### src/rtl/ctrl_pkg.sv
// Shared encodings for the RV32I single-cycle control unit: opcodes, control
// field enums and the decoded-control bundle.
package ctrl_pkg;

  localparam logic [6:0] OP_LOAD   = 7'b0000011;
  localparam logic [6:0] OP_STORE  = 7'b0100011;
  localparam logic [6:0] OP_RTYPE  = 7'b0110011;
  localparam logic [6:0] OP_BRANCH = 7'b1100011;
  localparam logic [6:0] OP_IALU   = 7'b0010011;
  localparam logic [6:0] OP_JAL    = 7'b1101111;

  typedef enum logic [1:0] {
    ALUOP_ADD   = 2'b00,
    ALUOP_SUB   = 2'b01,
    ALUOP_FUNCT = 2'b10,
    ALUOP_RSVD  = 2'b11
  } aluop_e;

  typedef enum logic [2:0] {
    ALU_ADD = 3'b000,
    ALU_SUB = 3'b001,
    ALU_AND = 3'b010,
    ALU_OR  = 3'b011,
    ALU_XOR = 3'b100,
    ALU_SLT = 3'b101
  } aluctl_e;

  typedef enum logic [1:0] {
    IMM_I = 2'b00,
    IMM_S = 2'b01,
    IMM_B = 2'b10,
    IMM_J = 2'b11
  } imm_e;

  typedef enum logic [1:0] {
    RES_ALU = 2'b00,
    RES_MEM = 2'b01,
    RES_PC4 = 2'b10
  } res_e;

  typedef struct packed {
    logic   reg_write;
    imm_e   imm_src;
    logic   alu_src;
    logic   mem_write;
    res_e   result_src;
    logic   branch;
    logic   jump;
    aluop_e alu_op;
  } ctrl_t;

endpackage

### src/rtl/alu_dec.sv
// ALU decoder: maps ALUOp plus funct3/funct7 (and op[5] to tell R-type sub
// from addi) onto the ALU operation select.
module alu_dec
  import ctrl_pkg::*;
(
  input  aluop_e      alu_op,
  input  logic [2:0]  funct3,
  input  logic        op5,
  input  logic        funct7,
  output aluctl_e     alu_ctl
);

  always_comb begin
    alu_ctl = ALU_ADD;
    case (alu_op)
      ALUOP_SUB: alu_ctl = ALU_SUB;
      ALUOP_FUNCT: begin
        case (funct3)
          3'b000:  alu_ctl = (op5 & funct7) ? ALU_SUB : ALU_ADD;
          3'b010:  alu_ctl = ALU_SLT;
          3'b100:  alu_ctl = ALU_XOR;
          3'b110:  alu_ctl = ALU_OR;
          3'b111:  alu_ctl = ALU_AND;
          default: alu_ctl = ALU_ADD;
        endcase
      end
      default: alu_ctl = ALU_ADD;
    endcase
  end

endmodule

### src/rtl/ctrl_unit.sv
// RV32I single-cycle control unit: combinational main decode, branch/jump
// PC select, and an armed flop that holds off side effects out of reset.
module ctrl_unit
  import ctrl_pkg::*;
(
  input  logic       clk,
  input  logic       reset,
  input  logic [6:0] op,
  input  logic [2:0] funct3,
  input  logic       funct7,
  input  logic       Zero,
  output logic       PCSrc,
  output logic       MemWrite,
  output logic       ALUSrc,
  output logic       RegWrite,
  output logic [1:0] ImmSrc,
  output logic [1:0] ResultSrc,
  output logic [2:0] ALUControl
);

  logic    armed;
  ctrl_t   dec;
  aluctl_e alu_ctl;

  always_ff @(posedge clk) begin
    if (reset) armed <= 1'b0;
    else       armed <= 1'b1;
  end

  always_comb begin
    dec = '0;
    case (op)
      OP_LOAD: begin
        dec.reg_write  = 1'b1;
        dec.imm_src    = IMM_I;
        dec.alu_src    = 1'b1;
        dec.result_src = RES_MEM;
        dec.alu_op     = ALUOP_ADD;
      end
      OP_STORE: begin
        dec.imm_src    = IMM_S;
        dec.alu_src    = 1'b1;
        dec.mem_write  = 1'b1;
        dec.alu_op     = ALUOP_ADD;
      end
      OP_RTYPE: begin
        dec.reg_write  = 1'b1;
        dec.alu_op     = ALUOP_FUNCT;
      end
      OP_BRANCH: begin
        dec.imm_src    = IMM_B;
        dec.branch     = 1'b1;
        dec.alu_op     = ALUOP_SUB;
      end
      OP_IALU: begin
        dec.reg_write  = 1'b1;
        dec.imm_src    = IMM_I;
        dec.alu_src    = 1'b1;
        dec.alu_op     = ALUOP_FUNCT;
      end
      OP_JAL: begin
        dec.reg_write  = 1'b1;
        dec.imm_src    = IMM_J;
        dec.result_src = RES_PC4;
        dec.jump       = 1'b1;
      end
      default: dec = '0;
    endcase
  end

  alu_dec u_alu_dec (
    .alu_op  (dec.alu_op),
    .funct3  (funct3),
    .op5     (op[5]),
    .funct7  (funct7),
    .alu_ctl (alu_ctl)
  );

  // Architectural side effects are masked until the first edge out of reset.
  assign RegWrite   = armed & dec.reg_write;
  assign MemWrite   = armed & dec.mem_write;
  assign PCSrc      = armed & ((dec.branch & Zero) | dec.jump);
  assign ALUSrc     = dec.alu_src;
  assign ImmSrc     = dec.imm_src;
  assign ResultSrc  = dec.result_src;
  assign ALUControl = alu_ctl;

endmodule

### config.mk
export PLATFORM = sky130hd
export DESIGN_NAME = ctrl_unit
export DESIGN_NICKNAME = d
export VERILOG_FILES = /design/src/rtl/ctrl_pkg.sv /design/src/rtl/alu_dec.sv /design/src/rtl/ctrl_unit.sv
export SDC_FILE = /design/constraint.sdc
export NUM_CORES = 1
export LEC_CHECK = 0
export ABC_AREA = 1
export BUFFER_PORTS_ARGS = -buffer_cell sky130_fd_sc_hd__buf_2
export CAP_MARGIN = 20
export CELL_PAD_IN_SITES_DETAIL_PLACEMENT = 1
export CELL_PAD_IN_SITES_GLOBAL_PLACEMENT = 1
export CORE_MARGIN = 2
export CORE_UTILIZATION = 23
export CTS_CLUSTER_SIZE = 20
export DETAILED_ROUTE_END_ITERATION = 6
export PLACE_DENSITY_LB_ADDON = 0.1
export RECOVER_POWER = 50
export SLEW_MARGIN = 20
export SYNTH_ARGS = -nofsm -noshare
export SYNTH_HDL_FRONTEND = slang
export SYNTH_HIERARCHICAL = 1
export SYNTH_SLANG_ARGS = --single-unit
export TNS_END_PERCENT = 1
### constraint.sdc
create_clock -name clk -period 2 [get_ports clk]
set_clock_uncertainty 0.2 [all_clocks]
set_input_delay 0.1 -clock clk [delete_from_list [all_inputs] [get_ports clk]]
set_output_delay 0.1 -clock clk [all_outputs]
set_load 0.01 [all_outputs]
==> results of run 1 <==
==> through the flow <==
stage / setup slack [ns] / instances / utilization, %
6_report: 0.278 / 99 / 32.7
5_1_grt: 0.0712 / 99 / 32.7
4_1_cts: 0.297 / 99 / 33.3
3_5_place_dp: 0.298 / 99 / 33.3
3_3_place_gp: 0.350 / 99 / 33.3
2_1_floorplan: 0.561 / 64 / -
==> kinds of logic after synthesis <==
logic type | after synthesis
flip-flops | 1
buffers and inverters | 23
adder cells (fa/ha/maj) | 2
AO/OA/AOI/OAI | 2
AND/OR/NAND/NOR | 36
==> synth_stat cells (all sizes together) <==
cell | instances | area, sq um
a21oi | 1 | 5.00
nand2 | 17 | 71.3
o21ai | 1 | 5.00
ha | 2 | 25.0
dfxtp | 1 | 20.0
inv | 19 | 71.3
buf | 4 | 30.0
nor2 | 12 | 57.6
nor3 | 1 | 5.00
nor3b | 2 | 20.0
nand3 | 4 | 20.0
==> report_power, final <==
| part | leakage [nW] | internal [mW] | switching, mW |
|---|---|---|---|
| sequential | 0.00844 | 0.0215 | 0.000661 |
| combinational | 0.298 | 0.0170 | 0.0206 |
| clock | 0 | 0 | 0 |
| total | 0.306 | 0.0385 | 0.0213 |
==> final cells by class <==
class                      instances  area, sq um
inverter                          19         71.3
fill                             203          887
multi-input combinational         40          204
timing repair buffer              24          116
sequential                         1         20.0
tap                               15         18.8
==> per-layer routing <==
metal | GRT usage, % | vias to the layer above | routed length (microns)
li1 | - | 223 | -
met1 | 12.1 | 168 | 347
met2 | 20.0 | 9 | 401
met3 | 0 | 0 | 34
met4 | 0 | 0 | 0
met5 | 0 | - | 0
==> final timing paths <==
check	startpoint	to	slack, ns	cells past startpoint
min	reset	armed	0.05	2
max	op[2]	ALUControl[0]	0.28	12
==> cell usage in the layout, fill, tap and decap left out <==
master,count
nand3_1,4
a21oi_1,1
nor2_2,1
nor3_1,1
nor3b_2,1
dfxtp_1,1
nand2_2,2
buf_2,21
nor3b_1,1
nor2_4,1
inv_2,3
clkbuf_1,3
o21ai_0,1
inv_1,16
nor2_1,10
nand2_1,15
ha_1,2
==> summary.md, run 1 <==
| Metric | Value |
|---|---|
| Die H | 41.9 microns |
| Max reg flops | 1 |
| RSZ-0062 raised after global routing | no |
| Buffers added on ports | 24 |
| 1st-iter DRT viols | 0 |
| Fmax | 0.581 GHz |
| Post-CTS Setup Repair Bufs | 0 |
| PD cells | 139 nW/um^2 |
| Std-Cell Rows | 13 |
| Antenna violations before repair | 0 |
| Via count | 400 |
| Final instance area | 430 sq um |
| Crit path capture type | output port |
| WP data required | 1.70 ns |
| Pin count of the biggest net entering global routing | 5 |
| Die Area | 1760 sq um |
| Synthesized area | 330 sq um |
| Final setup viols | 0 |
| All-Layer GR Usage | 9.88% |
| Routed Wire Length | 783 microns |
| Design Power | 59.8 uW |
| Layout area overhead | 30.3% |
| Gr ovfl total | 0 |
| Max transition margin | 86.6% |
| First-pass GRT wire length | 1.48 mm |
| Multiplexer share of the synthesized area | 0% |
| Drt first pass iters | 1 |
| Layout cells sized above 1 | 34.5% |
| Vias in the first global route | 395 |
| Remaining DRCs | 0 |
| Synth Net Count | 80 |
| HPWL after DPL | 753 microns |
| Outcome | finished, final reports clean |
| Fin Setup TNS | 0 ns |
| Slowest-stage cell, CP | ha_1 |
| Placed Area | 439 sq um |
| Horiz. Die Dim | 41.9 microns |
| Most flops, register | armed |
| Synth Area in Simple Gates | 52.7% |
| Maximum vdd drop | 0.0000957 V |
| Crit path max-delay family | simple AND/OR/NAND/NOR gates |
| Worst-path fanout max | 3 |
| Hold Path Class | primary input to flop |
| Buf+Inv Stages, Crit Path | 5 |
| Reg clk slew, reported paths | 0 ns |
| # IOs | 25 |
| Diode count | 0 |
| Worst Path Arrival | 1.42 ns |
| Sequential area share after synthesis | 6.06% |
| Synth warn | 6 |
| Final Hold Viols | 0 |
| Critical Path Max Stage Delay | 0.33 ns |
| Synth Register Bits | 1 |
| Post-synthesis xor/xnor area fraction | 0% |
| Slew @ Worst Pin | 0.200 ns |
| Wire per inst | 7.91 microns |
| Post-CTS resize count | 0 |
| Synthesized area per cell | 5.16 sq um |
| Core area | 1320 sq um |
| Leak | 0.306 nW |
| Max Cap Viol | 0 |
| Post-Synth Adder-Cell Area | 7.58% |
| Initial Util | 25.1% |
| Fin nets | 102 |
| Routed Antenna Nets | 0 |
| Via/cell ratio | 4.04 |
| Hold-fix buffers at CTS | 0 |
| Largest family of logic cells by synthesized area | simple AND/OR/NAND/NOR gates |
| WHS | 0.0518 ns |
| WS Path Type | primary input to output port |
| Biggest regs | armed x1 |
| Fin. max-slew vios | 0 |
| Synth unique cells | 16 |
| Synth Instances | 64 |
| CP cell instances | buf_2, inv_1, nand2_1, nor2_1, nand2_1, inv_1, inv_1, ha_1, nor2_2, nand3_1, nand2_1, buf_2 |
| Gp weighted congestion | 0.722 |
| Period utilization | 86.1% |
| Synth Area in Compound Gates | 3.03% |
| Final min period | 1.72 ns |
| Setup crit start kind | primary input |
No activity file was read; power rests on OpenSTA's default activity.
==> inputs of run 2 (changes only) <==
==> constraint.sdc (replaced) <==
create_clock -name clk -period 2 [get_ports clk]
set_clock_uncertainty 0.2 [all_clocks]
set_input_delay 0.2 -clock clk [delete_from_list [all_inputs] [get_ports clk]]
set_output_delay 0.2 -clock clk [all_outputs]
set_load 0.01 [all_outputs]
==> run 2 against run 1 <==
Compared with the run above: hold slack better by 0.10 ns; final area is 4.9% higher; sequential power hardly changed; routed wire length is 1.8% higher; via count is 2.0% higher; utilization is 1.6 points higher; critical path type unchanged; largest power group unchanged.
==> summary.md, run 2 (synthesis results as in run 1) <==
| Metric | Value |
|---|---|
| Crit path capture type | output port |
| Most flops, register | armed |
| Seq pwr share | 36.1% (-0.9 points) |
| Placed Area | 439 sq um (unchanged) |
| WS Path Type | primary input to output port |
| Buffers added on ports | 24 (unchanged) |
| Diode count | 0 (unchanged) |
| Drt first pass iters | 4 (+3) |
| Fin. max-slew vios | 0 (unchanged) |
| Via/cell ratio | 4.08 (+0.98%) |
| Top Layer Used | met3 |
| Critical Path Max Stage Delay | 0.25 ns (-0.08 ns) |
| Die H | 41.9 microns (unchanged) |
| Max Cap Viol | 0 (unchanged) |
| Reg clk slew, reported paths | 0 ns (unchanged) |
| Design Power | 61.5 uW (+2.9%) |
| Worst Setup SP | op[2] |
| Leak | 0.317 nW (+3.3%) |
| Met1 Wirelength | 348 microns (+0.29%) |
| Max reg flops | 1 (unchanged) |
| Min-delay src | reset |
| First-pass GRT wire length | 1.37 mm (-7.4%) |
| Std-Cell Rows | 13 (unchanged) |
| Final instance area | 452 sq um (+4.9%) |
| Final min period | 1.80 ns (+0.0815 ns) |
| Post-route insts no fill | 100 (+1.0%) |
| Worst Path Arrival | 1.40 ns (-0.02 ns) |
| Fmax | 0.554 GHz (-4.5%) |
| Fin Setup TNS | 0 ns (unchanged) |
| Clock Power Share | 0% (unchanged) |
| Horiz. Die Dim | 41.9 microns (unchanged) |
| Crit path max-delay family | simple AND/OR/NAND/NOR gates |
| Vias in the first global route | 368 (-6.8%) |
| HPWL after DPL | 728 microns (-3.3%) |
| Biggest regs | armed x1 |
| Routed Antenna Nets | 0 (unchanged) |
| Layout cells sized above 1 | 37.6% (+3.1 points) |
| Switch Pwr | 22.0 uW (+3.5%) |
| Antenna violations before repair | 0 (unchanged) |
| Comb pwr share | 63.9% (+0.9 points) |
| Slew @ Worst Pin | 0.169 ns (-0.0306 ns) |
| Setup crit start kind | primary input |
| Placed cell count | 99 (unchanged) |
| Maximum vdd drop | 0.0000912 V (-4.7%) |
| Fill count | 199 (-2.0%) |
| Most frequent cells in the layout | buf_2 (22), inv_1 (16), nand2_1 (16) |
| Final setup viols | 0 (unchanged) |
| WL met2 | 409 microns (+2.0%) |
| Gr ovfl total | 0 (unchanged) |
| Outcome | finished, final reports clean |
| Met3 routed WL | 39 microns (+15%) |
| Pin count of the biggest net entering global routing | 5 (unchanged) |
| Core area | 1320 sq um (unchanged) |
| Fin nets | 103 (+0.98%) |
| Buf+Inv Stages, Crit Path | 5 (unchanged) |
| Final Hold Viols | 0 (unchanged) |
| Worst-path fanout max | 3 (unchanged) |
| Hold-fix buffers at CTS | 0 (unchanged) |
| Wire per inst | 7.97 microns (+0.77%) |
| Routed Wire Length | 797 microns (+1.8%) |
| WHS | 0.151 ns (+0.0997 ns) |
| Sw frac | 35.8% (+0.20 points) |
| PD cells | 136 nW/um^2 (-2.0%) |
| Gp weighted congestion | 0.663 (-8.1%) |
| 1st-iter DRT viols | 3 (+3) |
| Cell-internal power | 39.5 uW (+2.5%) |
| RSZ-0062 raised after global routing | no |
| Hold Path Class | primary input to flop |
| All-Layer GR Usage | 9.00% (-0.87 points) |
| CP cell instances | buf_2, inv_1, nand2_1, nor2_2, nand2_1, inv_1, inv_1, ha_4, nor2_2, nand3_1, nand2_1, buf_2 |
| # IOs | 25 (unchanged) |
| Max transition margin | 88.7% (+2.1 points) |
| Period utilization | 90.2% (+4.1 points) |
| Via count | 408 (+2.0%) |
| Remaining DRCs | 0 (unchanged) |
| Commonest non-fill, non-tap cell in the layout | buf_2 |
| Die Area | 1760 sq um (unchanged) |
| Initial Util | 25.1% (unchanged) |
| WP data required | 1.60 ns (-0.10 ns) |
| Slowest-stage cell, CP | ha_4 |
| Layout area overhead | 36.7% |
-- run 2: cell types whose count changed in the layout (fill, tap and decap cells not counted), sizes merged --
cell	delta
buf	+2
clkbuf	-1
-- run 2: layout make-up --
class                   instances  area, sq um  share of cell area (%)
repair buffers                 25          125                    27.7
well taps                      15         18.8                    4.16
multi-input cells              40          216                    47.9
flip-flops and latches          1         20.0                    4.43
inverters                      19         71.3                    15.8
-- run 2: per-stage QoR --
stage | util (%) | worst slack [ns]
after floorplan | - | 0.361
after global placement | 33.3 | 0.139
after detailed placement | 33.3 | 0.123
after CTS | 33.3 | 0.112
after global routing | 34.3 | 0.0417
final | 34.3 | 0.196
-- run 2: path summary, 6_finish.rpt --
kind,cells after the start,end
hold / removal,2,armed
setup / recovery,12,ALUControl[0]
-- run 2: power groups by stage --
stage / clock, mW / sequential (mW) / combinational, mW
after floorplan: 0 / 0.0220 / 0.0203
after global placement: 0 / 0.0222 / 0.0386
after detailed placement: 0 / 0.0223 / 0.0396
after CTS: 0 / 0.0223 / 0.0397
after global routing: 0 / 0.0224 / 0.0458
final: 0 / 0.0222 / 0.0393
-- run 2: repair_timing --
item,4_1_cts,5_1_grt
buffers inserted,0,1
endpoints found under the setup margin,0,1
resized for setup,0,1
-- run 2: metal layers --
layer / GRT usage, % / vias to the layer above
li1: - / 222
met1: 11.4 / 177
met2: 17.8 / 9
met3: 0 / 0
met4: 0 / 0
met5: 0 / -
==> inputs of run 3 (changes only) <==
- GPL_ROUTABILITY_DRIVEN: default -> 1
- SETUP_SLACK_MARGIN: default -> 0.5
==> run 3 against run 2 <==
Compared with the run above: utilization up 6.8 points; critical path depth down 2; hold slack worse by 0.00057 ns; routed wire length up 9.5%; final area up 20%; setup slack better by 0.12 ns; highest routed layer unchanged.
==> summary.md, run 3 (synthesis results as in run 1) <==
| Metric | Value |
|---|---|
| Max transition margin | 87.9% (-0.75 points) |
| Reg clk slew, reported paths | 0 ns (unchanged) |
| Design Power | 74.4 uW (+21%) |
| Remaining DRCs | 0 (unchanged) |
| Vias in the first global route | 436 (+18%) |
| Fmax | 0.593 GHz (+6.9%) |
| Crit path capture type | output port |
| Fin nets | 108 (+4.9%) |
| Final setup viols | 0 (unchanged) |
| Final Hold Viols | 0 (unchanged) |
| Period utilization | 84.3% (-5.9 points) |
| Commonest non-fill, non-tap cell in the layout | buf_2 |
| Buf+Inv Stages, Crit Path | 6 (+1) |
| Gp weighted congestion | 0.666 (+0.44%) |
| CP dominant cell by count | buf_4 |
| Std-Cell Rows | 13 (unchanged) |
| RSZ-0062 raised after global routing | yes |
| Hold Path Class | primary input to flop |
| Slowest-stage cell, CP | nor3b_1 |
| Gr ovfl total | 0 (unchanged) |
| Most flops, register | armed |
| Most frequent cells in the layout | buf_2 (17), nand2_1 (12), inv_1 (11) |
| Drt first pass iters | 1 (-3) |
| WS Path Type | primary input to output port |
| Critical Path Max Stage Delay | 0.19 ns (-0.06 ns) |
| HPWL after DPL | 742 microns (+1.8%) |
| Horiz. Die Dim | 41.9 microns (unchanged) |
| Final min period | 1.69 ns (-0.117 ns) |
| Via/cell ratio | 4.13 (+1.3%) |
| Die Area | 1760 sq um (unchanged) |
| Outcome | finished, final reports clean |
| Fin. max-slew vios | 0 (unchanged) |
| Via count | 434 (+6.4%) |
| 1st-iter DRT viols | 0 (-3) |
| Die H | 41.9 microns (unchanged) |
| Worst Path Arrival | 1.29 ns (-0.11 ns) |
| Diode count | 0 (unchanged) |
| Routed Wire Length | 873 microns (+9.5%) |
| Maximum vdd drop | 0.0000865 V (-5.2%) |
| WP data required | 1.60 ns (about the same) |
| Worst-path fanout max | 3 (unchanged) |
| Slew @ Worst Pin | 0.180 ns (+0.0109 ns) |
| Layout area overhead | 64.0% |
| Max Cap Viol | 0 (unchanged) |
| Biggest regs | armed x1 |
| Buffers added on ports | 24 (unchanged) |
| Initial Util | 25.1% (unchanged) |
| Routed Antenna Nets | 0 (unchanged) |
| CP cell instances | buf_6, inv_2, nand2_2, nor2_1, buf_4, buf_4, buf_4, nand2_1, nor3b_1, buf_2 |
| Pin count of the biggest net entering global routing | 5 (unchanged) |
| PD cells | 137 nW/um^2 (+0.87%) |
| All-Layer GR Usage | 10.5% (+1.5 points) |
| # IOs | 25 (unchanged) |
| Antenna violations before repair | 0 (unchanged) |
| Max reg flops | 1 (unchanged) |
| Crit path max-delay family | buffers and inverters |
| Wire per inst | 8.31 microns (+4.3%) |
| Fin Setup TNS | 0 ns (unchanged) |
| Layout cells sized above 1 | 52.2% (+15 points) |
| Setup crit start kind | primary input |
| First-pass GRT wire length | 1.56 mm (+14%) |
| Core area | 1320 sq um (unchanged) |
| Leak | 0.350 nW (+11%) |
==> run 3: per-stage QoR <==
stage          hold slack, ns  worst slack [ns]  std cells  area (sq um)  utilization [%]
2_1_floorplan          0.0565             0.503         64           350                -
3_3_place_gp            0.148             0.209         99           459             34.9
3_5_place_dp            0.151             0.190         99           459             34.9
4_1_cts                 0.152             0.363        105           552             41.9
5_1_grt                 0.167             0.204        105           542             41.1
6_report                0.151             0.313        105           542             41.1
==> run 3: worst paths after layout <==
kind / cells past startpoint / from / end
worst min-delay path: 2 / reset / armed
worst max-delay path: 10 / op[3] / MemWrite
==> run 3: power breakdown <==
part | switching (mW) | internal (mW) | total, mW | leakage (nW)
Sequential | 0.000754 | 0.0215 | 0.0222 | 0.00844
Combinational | 0.0251 | 0.0271 | 0.0522 | 0.341
Clock | 0 | 0 | 0 | 0
Total | 0.0259 | 0.0485 | 0.0744 | 0.350
==> run 3: layer usage <==
metal	vias up	part of all wire [%]	GRT usage (%)
met5	-	0	0
li1	234	-	-
met4	0	0	0
met1	190	42	10.1
met2	10	53	24.7
met3	0	4.9	0
==> run 3: area by class of cell <==
class                   instances  area [sq um]
flip-flops and latches          1          20.0
fillers                       202           776
multi-input cells              40           239
inverters                      19          73.8
well taps                      15          18.8
repair buffers                 30           190
==> run 3: timing repair <==
item | CTS | global route
endpoints found under the hold margin | 0 | 0
setup buffers | 6 | 0
hold buffers | 0 | 0
pin swaps | 7 | 3
resized for setup | 15 | 1
endpoints found under the setup margin | 3 | 9
